--- src/rtl/dlbf_data_csr_seq.sv ---
// Autonomous CSR initiator for the dlbf data mover: checks the ID register, programs
// and starts the mover, polls until all four masters are done, then reports a result code.
module dlbf_data_csr_seq #(
    parameter int unsigned POLL_GAP  = 16,
    parameter int unsigned MAX_POLLS = 1024,
    parameter logic [31:0] CSR_ID    = 32'h0123_4567
) (
    input  logic        BRAM_PORTA_clk,
    input  logic        BRAM_PORTA_rst,
    input  logic        start,
    input  logic        abort,
    input  logic [11:0] cfg_block_size,
    input  logic [11:0] cfg_niter,
    input  logic [15:0] cfg_rollover_addr,
    output logic [19:0] BRAM_PORTA_addr,
    output logic [31:0] BRAM_PORTA_din,
    output logic        BRAM_PORTA_en,
    output logic        BRAM_PORTA_we,
    input  logic [31:0] csr_rddata,
    output logic        busy,
    output logic        done,
    output logic [1:0]  err_code,
    output logic [3:0]  last_status
);

    localparam logic [19:0] ADDR_ID   = 20'h80000;
    localparam logic [19:0] ADDR_CTRL = 20'h80004;
    localparam logic [19:0] ADDR_BS   = 20'h80008;
    localparam logic [19:0] ADDR_NI   = 20'h8000C;
    localparam logic [19:0] ADDR_RO   = 20'h80010;
    localparam logic [19:0] ADDR_STAT = 20'h80020;

    localparam logic [1:0] ERR_OK      = 2'd0;
    localparam logic [1:0] ERR_ID      = 2'd1;
    localparam logic [1:0] ERR_TIMEOUT = 2'd2;
    localparam logic [1:0] ERR_ABORT   = 2'd3;

    localparam int unsigned PCNT_W = 11;
    localparam int unsigned GAP_W  = (POLL_GAP > 1) ? $clog2(POLL_GAP) : 1;

    typedef enum logic [3:0] {
        S_IDLE, S_RD_ID, S_CHK_ID, S_WR_RST, S_WR_BS, S_WR_NI, S_WR_RO, S_WR_GO,
        S_POLL_RD, S_POLL_CHK, S_POLL_WAIT, S_WR_CLR, S_WR_ABT, S_FIN
    } state_e;

    state_e              state_q, state_d;
    logic [1:0]          err_q, err_d;
    logic [PCNT_W-1:0]   poll_q, poll_d, poll_inc;
    logic [GAP_W-1:0]    gap_q, gap_d;
    logic [3:0]          stat_q, stat_d;
    logic [11:0]         bs_q, bs_d, ni_q, ni_d;
    logic [15:0]         ro_q, ro_d;
    logic [19:0]         addr_q;
    logic [31:0]         din_q;
    logic                en_q, we_q, busy_q, done_q;

    assign BRAM_PORTA_addr = addr_q;
    assign BRAM_PORTA_din  = din_q;
    assign BRAM_PORTA_en   = en_q;
    assign BRAM_PORTA_we   = we_q;
    assign busy            = busy_q;
    assign done            = done_q;
    assign err_code        = err_q;
    assign last_status     = stat_q;

    always_comb begin
        state_d  = state_q;
        err_d    = err_q;
        poll_d   = poll_q;
        gap_d    = gap_q;
        stat_d   = stat_q;
        bs_d     = bs_q;
        ni_d     = ni_q;
        ro_d     = ro_q;
        poll_inc = poll_q + PCNT_W'(1);
        case (state_q)
            S_IDLE: begin
                if (start) begin
                    state_d = S_RD_ID;
                    err_d   = ERR_OK;
                    poll_d  = '0;
                    bs_d    = cfg_block_size;
                    ni_d    = cfg_niter;
                    ro_d    = cfg_rollover_addr;
                end
            end
            S_RD_ID:  state_d = S_CHK_ID;
            S_CHK_ID: begin
                if (csr_rddata != CSR_ID) begin
                    state_d = S_FIN;
                    err_d   = ERR_ID;
                end else begin
                    state_d = S_WR_RST;
                end
            end
            S_WR_RST:  state_d = S_WR_BS;
            S_WR_BS:   state_d = S_WR_NI;
            S_WR_NI:   state_d = S_WR_RO;
            S_WR_RO:   state_d = S_WR_GO;
            S_WR_GO:   state_d = S_POLL_RD;
            S_POLL_RD: state_d = S_POLL_CHK;
            S_POLL_CHK: begin
                stat_d = csr_rddata[3:0];
                poll_d = poll_inc;
                if (csr_rddata[3:0] == 4'hF) begin
                    state_d = S_WR_CLR;
                end else if (poll_inc == PCNT_W'(MAX_POLLS)) begin
                    state_d = S_WR_ABT;
                    err_d   = ERR_TIMEOUT;
                end else begin
                    state_d = S_POLL_WAIT;
                    gap_d   = '0;
                end
            end
            S_POLL_WAIT: begin
                if (gap_q == GAP_W'(POLL_GAP - 1)) begin
                    state_d = S_POLL_RD;
                end else begin
                    gap_d = gap_q + GAP_W'(1);
                end
            end
            S_WR_CLR: begin
                state_d = S_FIN;
                err_d   = ERR_OK;
            end
            S_WR_ABT: state_d = S_FIN;
            S_FIN:    state_d = S_IDLE;
            default:  state_d = S_IDLE;
        endcase
        // Abort overrides every other outcome, including ID mismatch and poll results.
        if (abort && (state_q != S_IDLE) && (state_q != S_WR_ABT) && (state_q != S_FIN)) begin
            state_d = S_WR_ABT;
            err_d   = ERR_ABORT;
        end
    end

    // Bus outputs are decoded from the next state so they are valid in the state's own cycle.
    always_ff @(posedge BRAM_PORTA_clk) begin
        if (BRAM_PORTA_rst) begin
            state_q <= S_IDLE;
            err_q   <= ERR_OK;
            poll_q  <= '0;
            gap_q   <= '0;
            stat_q  <= '0;
            bs_q    <= '0;
            ni_q    <= '0;
            ro_q    <= '0;
            addr_q  <= '0;
            din_q   <= '0;
            en_q    <= 1'b0;
            we_q    <= 1'b0;
            busy_q  <= 1'b0;
            done_q  <= 1'b0;
        end else begin
            state_q <= state_d;
            err_q   <= err_d;
            poll_q  <= poll_d;
            gap_q   <= gap_d;
            stat_q  <= stat_d;
            bs_q    <= bs_d;
            ni_q    <= ni_d;
            ro_q    <= ro_d;
            busy_q  <= (state_d != S_IDLE) && (state_d != S_FIN);
            done_q  <= (state_d == S_FIN);
            en_q    <= 1'b0;
            we_q    <= 1'b0;
            din_q   <= '0;
            case (state_d)
                S_RD_ID: begin
                    en_q   <= 1'b1;
                    addr_q <= ADDR_ID;
                end
                S_POLL_RD: begin
                    en_q   <= 1'b1;
                    addr_q <= ADDR_STAT;
                end
                S_WR_RST, S_WR_ABT: begin
                    en_q   <= 1'b1;
                    we_q   <= 1'b1;
                    addr_q <= ADDR_CTRL;
                    din_q  <= 32'h0000_0001;
                end
                S_WR_BS: begin
                    en_q   <= 1'b1;
                    we_q   <= 1'b1;
                    addr_q <= ADDR_BS;
                    din_q  <= {20'h0, bs_q};
                end
                S_WR_NI: begin
                    en_q   <= 1'b1;
                    we_q   <= 1'b1;
                    addr_q <= ADDR_NI;
                    din_q  <= {20'h0, ni_q};
                end
                S_WR_RO: begin
                    en_q   <= 1'b1;
                    we_q   <= 1'b1;
                    addr_q <= ADDR_RO;
                    din_q  <= {16'h0, ro_q};
                end
                S_WR_GO: begin
                    en_q   <= 1'b1;
                    we_q   <= 1'b1;
                    addr_q <= ADDR_CTRL;
                    din_q  <= 32'h0000_0010;
                end
                S_WR_CLR: begin
                    en_q   <= 1'b1;
                    we_q   <= 1'b1;
                    addr_q <= ADDR_CTRL;
                end
                default: ;
            endcase
        end
    end

endmodule
--- config.mk ---
export PLATFORM = sky130hd
export DESIGN_NAME = dlbf_data_csr_seq
export DESIGN_NICKNAME = d
export VERILOG_FILES = /design/src/rtl/dlbf_data_csr_seq.sv
export SDC_FILE = /design/constraint.sdc
export NUM_CORES = 1
export LEC_CHECK = 0
export CORE_MARGIN = 1.5
export CORE_UTILIZATION = 35
export CTS_BUF_LIST = sky130_fd_sc_hd__clkbuf_16
export DETAILED_ROUTE_END_ITERATION = 16
export PLACE_DENSITY = 0.66
export SYNTH_ARGS = -nofsm -noshare
export SYNTH_HDL_FRONTEND = slang
export SYNTH_SLANG_ARGS = --single-unit
--- constraint.sdc ---
create_clock -name BRAM_PORTA_clk -period 2.87 [get_ports BRAM_PORTA_clk]
set_clock_uncertainty 0.2 [all_clocks]
set_input_delay 0.861 -clock BRAM_PORTA_clk [delete_from_list [all_inputs] [get_ports BRAM_PORTA_clk]]
set_output_delay 0.861 -clock BRAM_PORTA_clk [all_outputs]
set_load 0.02 [all_outputs]
# [Yosys cells after proc, flatten, opt, wreduce, memory -nomap -nowiden]
# Cells that the tools add are included.
[word_totals] ff_bits=121 latchBits=0 ram_bits=0 mem_bits_ro=0 in_bits=76 output_inout_bits=62 wordCells=96 n_memories=0
[classes] addsub=2 multipliers=0 div=0 magnitude_cmp=0 eq_ne=37 shifts=0 muxes=23 bitwise_logic=0 n_reduce_logical=20
[ops] cell="one-hot mux 20 bit (6 select lines)" n=1
[ops] cell="one-hot mux 16 bit (5 select lines)" n=1
[ops] cell="one-hot mux 4 bit (12 select lines)" n=1
[ops] cell="== test 4 bit (second input constant)" n=11
[ops] cell="== test 4 x 3 -> 1 bit (second input constant)" n=8
[ops] cell="inequality test 32 x 25 -> 1 bit (second input constant)" n=1
[ops] cell="2-to-1 mux 4 bit" n=7
[ops] cell="one-hot mux 11 bit (2 select lines)" n=1
[ops] cell="== test 4 x 2 -> 1 bit (second input constant)" n=3
[ops] cell="inequality test 3 bit (second input constant)" n=4
[ops] cell="inequality test 4 bit (second input constant)" n=3
[ops] cell="adder 11 x 1 -> 11 bit (second input constant)" n=1
[ops] cell="== test 11 bit (second input constant)" n=1
[ops] cell="2-to-1 mux 11 bit" n=1
[ops] cell="2-to-1 mux 2 bit" n=5
[ops] cell="OR reduction 9 bit" n=1
[ops] cell="== test 4 x 1 -> 1 bit (second input constant)" n=2
[ops] cell="inequality test 2 bit (second input constant)" n=4
[ops] cell="one-hot mux 2 bit (4 select lines)" n=1
[ops] cell="one-hot mux 4 bit (2 select lines)" n=1
[ops] cell="nonzero test 4 bit" n=2
[ops] cell="OR reduction 7 bit" n=1
[ops] cell="2-to-1 mux 3 bit" n=2
[ops] cell="nonzero test 6 bit" n=1
[ops] cell="other kinds (11)" n=18

# [Longest topological paths before layout]
[depth] word_depth=9 depth_mapped=12 ltp_nobuf=9

# [Worst setup path before layout]
# OpenSTA, ideal clock, no wires.
[synth_timing] kind="input to register" from="input csr_rddata[20]" to="register din_q[10], in the netlist BRAM_PORTA_din[10]" setup_time_ns=0.120 t_arrival_ns=2.611 t_required_ns=2.550 path_slack_ns=-0.060 stages=10 path_buffers=2 path_cell_list="nor4_1 -> nand4_1 -> nor4_2 -> a21oi_1 -> a31o_1 -> buf_6 -> o21ai_1 -> a31o_1 -> buf_4 -> a21oi_2"
[synth_between] elab_chain_cells=7 elab_cells_between_ends=12 classes_between="eq/ne: 7; mux: 4; reduce/logical: 1"
[synth_rtl] item="start: declaration" line="19" text="input logic [31:0] csr_rddata,"
[synth_rtl] item="inequality test 32 x 25 -> 1 bit (*)" line="89" text="if (csr_rddata != CSR_ID) begin"
[synth_rtl] item="2-to-1 mux 4 bit (*)" line="89"
[synth_rtl] item="one-hot mux 4 bit (12 select lines) (*)" line="76" text="case (state_q)"
[synth_rtl] item="2-to-1 mux 4 bit (*)" line="131" text="if (abort && (state_q != S_IDLE) && (state_q != S_WR_ABT) && (state_q != S_FIN)) begin"
[synth_rtl] item="== test 4 x 2 -> 1 bit / == test 4 bit (equally long branches)" line="168" text="case (state_d)"
[synth_rtl] item="OR reduction 2 bit"
[synth_rtl] item="one-hot mux 16 bit (5 select lines) (*)" line="168"
[synth_rtl] item="end signal: assignment" line="187" text="din_q <= {20'h0, bs_q};"
[synth_rtl] item="end signal: assignment" line="193" text="din_q <= {20'h0, ni_q};"
[synth_rtl] item="end signal: assignment" line="199" text="din_q <= {16'h0, ro_q};"
[synth_rtl] item="end: declaration" line="54" text="logic [31:0] din_q;"
# Every way passes the cells marked *; elsewhere a longest branch is shown, timed or not.
# A chain may end at the register's enable or synchronous reset.

# [Worst setup path in the final report]
[layout_timing] from="input csr_rddata[13]" to="register din_q[8], in the netlist BRAM_PORTA_din[8]"
# The elaborated chain is that of the path after synthesis.

==> impl_summary.txt <==
----------------------------------------------------
[Logic synthesis]
  Number of warning messages in the yosys log ... 0
  Number of synthesized flops with an enable pin ... 0
  Count of cell types in the netlist ... 64
  Netlist area before placement ... 4417 µm²
  Gate count after technology mapping ... 546
  Top flip-flop cell by instance count after synthesis ... sky130_fd_sc_hd__dfxtp_1
  Average instance area after synthesis ... just over 8 µm²
  Sequential element share of the synthesized area ... about 40%
  Fraction of synthesis flops using an asynchronous set or reset pin ... 0%
  Number of synthesized register bits ... 90

[Layout]
  Filler Cells Inserted ... about 1,100
  Area growth from synthesis to final layout ... 47.11%
  Fin area ... 6497 µm²
  Antenna diodes ... 0
  Share of post-route cells with drive strength above 1 ... 23.75%
  Net count of the finished layout ... 773

[Placed design]
  Placed standard-cell area ... 5842 µm²
  Placer congestion estimate ... 0.8800
  Half-perimeter wire length after detailed placement ... 9167 µm
  Buffers added on ports ... 106

[Floorplan]
  Die footprint ... between 10,000 and 15,000 µm²
  Overall die width ... 115.3 µm
  CORE AREA ... ~12,000 µm²
  Rows ... 40
  Starting Density ... between 30% and 40%
  Chip height ... 115.3 µm
  # IOs ... 138

[Pwr]
  P per Cell Area ... 926.2 nW/µm²
  Leakage power of the design ... around 2.5 nW
  Max IR drop VDD ... 516.5 µV
  Total power consumption of the routed design ... between 6 and 7 mW

[CTS]
  Number of buffers inserted during clock tree synthesis ... 9
  Count of H-tree levels built during CTS ... 3
  Latest clock arrival within the worst-skew pair ... 0.34 ns
  Clock Sink Count ... 90
  Clock tree from TritonCTS ... done
  Clock root buffer ... sky130_fd_sc_hd__clkbuf_16
  Clock transition at the registers of the reported paths ... 0.07 ns
  Clock Path Buffers ... 2
  Hold buffers post-CTS ... 0

[STA]
  Period utilisation layout ... between 90% and 100%
  Rel. slew slack ... between 50% and 60%
  Unrepaired setup endpoints after global routing ... yes
  Maximum frequency from static timing analysis ... 0.3493 GHz
  Fin. max-slew vios ... 0
  Hold WS ... 0.2546 ns
  Final setup viols ... 0
  Hold Violations, Final ... 0
  Worst Max-Slew Pin Slew ... about 0.62 ns
  Post-route minimum period ... 2.863 ns

[Routing]
  DRT Wirelength ... 12,400 µm
  Vias ... between 4,000 and 5,000
  DRT antenna net count ... 0
  Post-detailed-route wirelength per cell ... between 10 and 15 µm
  Number of DRC violations after detailed-routing iteration 0 ... between 300 and 400
  Number of vias per cell ... approximately 4.9
  Number of DRC violations after detailed routing ... 0
  Iteration count of the initial detailed-routing pass ... 5

[Min path]
  Start point of the worst hold path ... ro_q[3]
  Path class of the lowest-slack min-delay path ... reg -> reg

[Critical path]
  FF-to-FF Start ... poll_q[1]
  Setup crit start ... csr_rddata[13]
  Data required time at the worst endpoint ... 2.90 ns
  Critical path startpoint category ... input port
  CP Max Fanout ... 6
  Register-to-register setup slack ... 0.10 ns
  Endpoint arrival time on the critical path ... 2.90 ns
  WS Path Type ... in -> reg
  Category of the worst setup path capture point ... flip-flop

[Global route]
  Final global-route overflow total ... 0
  Total global routing track utilization ... 19.03%
  Initial antenna violation count ... 0
  Number of global-route vias before repair ... 4,119
  Wire length of the first global-routing pass ... 20,000 µm
  Pin count of the biggest net entering global routing ... 42

[Flow run]
  Number of violations of the max-capacitance limit ... 0

[Status]
  Run status ... finished clean

----------------------------------------------------
metal layers:
metal	vias to the layer above	wire length, µm	track usage (%)
met3	21	568	4.006
met2	119	6098	31.32
met4	0	327	8.230
li1	2152	-	-
met5	-	0	0
met1	1955	5403	24.11
layout make-up:
class / instances / area (µm²) / area share, %
multi-input combinational: 417 / 2556 / 39.34
inverter: 3 / 11.26 / 0.1733
timing repair buffer: 173 / 1587 / 24.42
tap: 168 / 210.2 / 3.235
clock inverter: 7 / 100.1 / 1.541
sequential: 90 / 1808 / 27.83
clock buffer: 9 / 225.2 / 3.466
worst max-delay path: stages:
cell                       delay, ns
sky130_fd_sc_hd__buf_6          0.10
sky130_fd_sc_hd__nor4b_4        0.24
sky130_fd_sc_hd__nand3b_1       0.14
sky130_fd_sc_hd__nor4_4         0.29
sky130_fd_sc_hd__buf_4          0.17
sky130_fd_sc_hd__buf_6          0.09
sky130_fd_sc_hd__a21oi_4        0.06
sky130_fd_sc_hd__a31o_4         0.25
sky130_fd_sc_hd__buf_6          0.13
sky130_fd_sc_hd__o21ai_4        0.12
sky130_fd_sc_hd__a31o_4         0.19
sky130_fd_sc_hd__buf_6          0.11
sky130_fd_sc_hd__buf_12         0.10
sky130_fd_sc_hd__a21oi_2        0.03
cell usage in the layout (no fill, tap or decap), types with 5 or more instances in the layout:
cell,count
sky130_fd_sc_hd__dfxtp_1,85
sky130_fd_sc_hd__nor3_1,7
sky130_fd_sc_hd__and3_1,8
sky130_fd_sc_hd__nand2b_1,7
sky130_fd_sc_hd__nand4_1,6
sky130_fd_sc_hd__buf_6,15
sky130_fd_sc_hd__conb_1,31
sky130_fd_sc_hd__dfxtp_2,5
sky130_fd_sc_hd__nor2_1,34
sky130_fd_sc_hd__nand2_2,7
sky130_fd_sc_hd__clkdlybuf4s50_1,72
sky130_fd_sc_hd__buf_4,53
sky130_fd_sc_hd__buf_2,11
sky130_fd_sc_hd__dlygate4sd2_1,9
sky130_fd_sc_hd__nand3_1,7
sky130_fd_sc_hd__clkdlybuf4s15_1,5
sky130_fd_sc_hd__a21oi_2,12
sky130_fd_sc_hd__a21oi_1,59
sky130_fd_sc_hd__a311oi_1,5
sky130_fd_sc_hd__nand2_1,112
sky130_fd_sc_hd__a22oi_1,13
sky130_fd_sc_hd__o21ai_0,13
sky130_fd_sc_hd__clkbuf_16,9
through the flow:
step                      TNS (ns)  cells  utilization, %  setup WS, ns
after floorplan                  0    576               -      0.004098
after global placement      -16.44    840           48.04       -0.6636
after detailed placement    -16.96    840           48.04       -0.7111
after CTS                  -0.1895    863           51.63      -0.04096
after global routing        -1.473    867           53.43       -0.1226
final                            0    867           53.43      0.006726
Yosys cell counts (5+ instances only):
cell type / number / share of area [%]
sky130_fd_sc_hd__buf_2: 5 / 0.57
sky130_fd_sc_hd__nor2_1: 37 / 3.1
sky130_fd_sc_hd__a211oi_1: 5 / 0.85
sky130_fd_sc_hd__a21oi_1: 61 / 6.9
sky130_fd_sc_hd__nand2b_1: 7 / 0.99
sky130_fd_sc_hd__dfxtp_1: 90 / 41
sky130_fd_sc_hd__o21ai_0: 13 / 1.5
sky130_fd_sc_hd__nor3_1: 8 / 0.91
sky130_fd_sc_hd__a311oi_1: 5 / 0.99
sky130_fd_sc_hd__nand3_1: 8 / 0.91
sky130_fd_sc_hd__a21oi_2: 12 / 2.4
sky130_fd_sc_hd__and3_1: 9 / 1.3
sky130_fd_sc_hd__a22oi_1: 14 / 2.4
sky130_fd_sc_hd__clkbuf_1: 23 / 2.0
sky130_fd_sc_hd__nand4_1: 6 / 0.85
sky130_fd_sc_hd__o21ai_1: 5 / 0.57
sky130_fd_sc_hd__nand2_1: 122 / 10
sky130_fd_sc_hd__nor4_1: 5 / 0.71
sky130_fd_sc_hd__buf_4: 35 / 5.9
logic make-up after synthesis:
family	share of synthesized area [%]
fa+ha+maj	0.8499
other cells	0.08490
buf+inv	9.490
flops	40.79
simple gates	25.24
xor+xnor	0.3967
mux	0.6799
compound gates	22.46
registers in the layout, summed over array words and instances, names as in the netlist:
register / flops
ni_q: 12
poll_q: 11
last_status: 4
busy: 1
err_code: 2
gap_q: 4
BRAM_PORTA_addr: 5
state_q: 4
BRAM_PORTA_we: 1
ro_q: 16
BRAM_PORTA_en: 1
bs_q: 12
done: 1
BRAM_PORTA_din: 16
path summary, 6_finish.rpt:
kind,to,depth (start not counted)
worst max-delay path,BRAM_PORTA_din[8],14
worst min-delay path,BRAM_PORTA_din[3],2
worst max register to register,BRAM_PORTA_din[0],11
worst min register to register,BRAM_PORTA_din[3],2
power breakdown:
group / leakage [nW] / internal (mW) / switching [mW]
Combinational: 1.64 / 1.42 / 1.62
Clock: 0.160 / 0.772 / 0.511
Sequential: 0.735 / 1.50 / 0.192
Total: 2.54 / 3.69 / 2.33
what timing repair did:
item	CTS	global route
endpoints found under the setup margin	27	25
gates cloned	2	0
gates resized for setup	102	54
pin swaps	13	24
setup buffers	5	4
No activity file was read; power rests on OpenSTA's default activity.
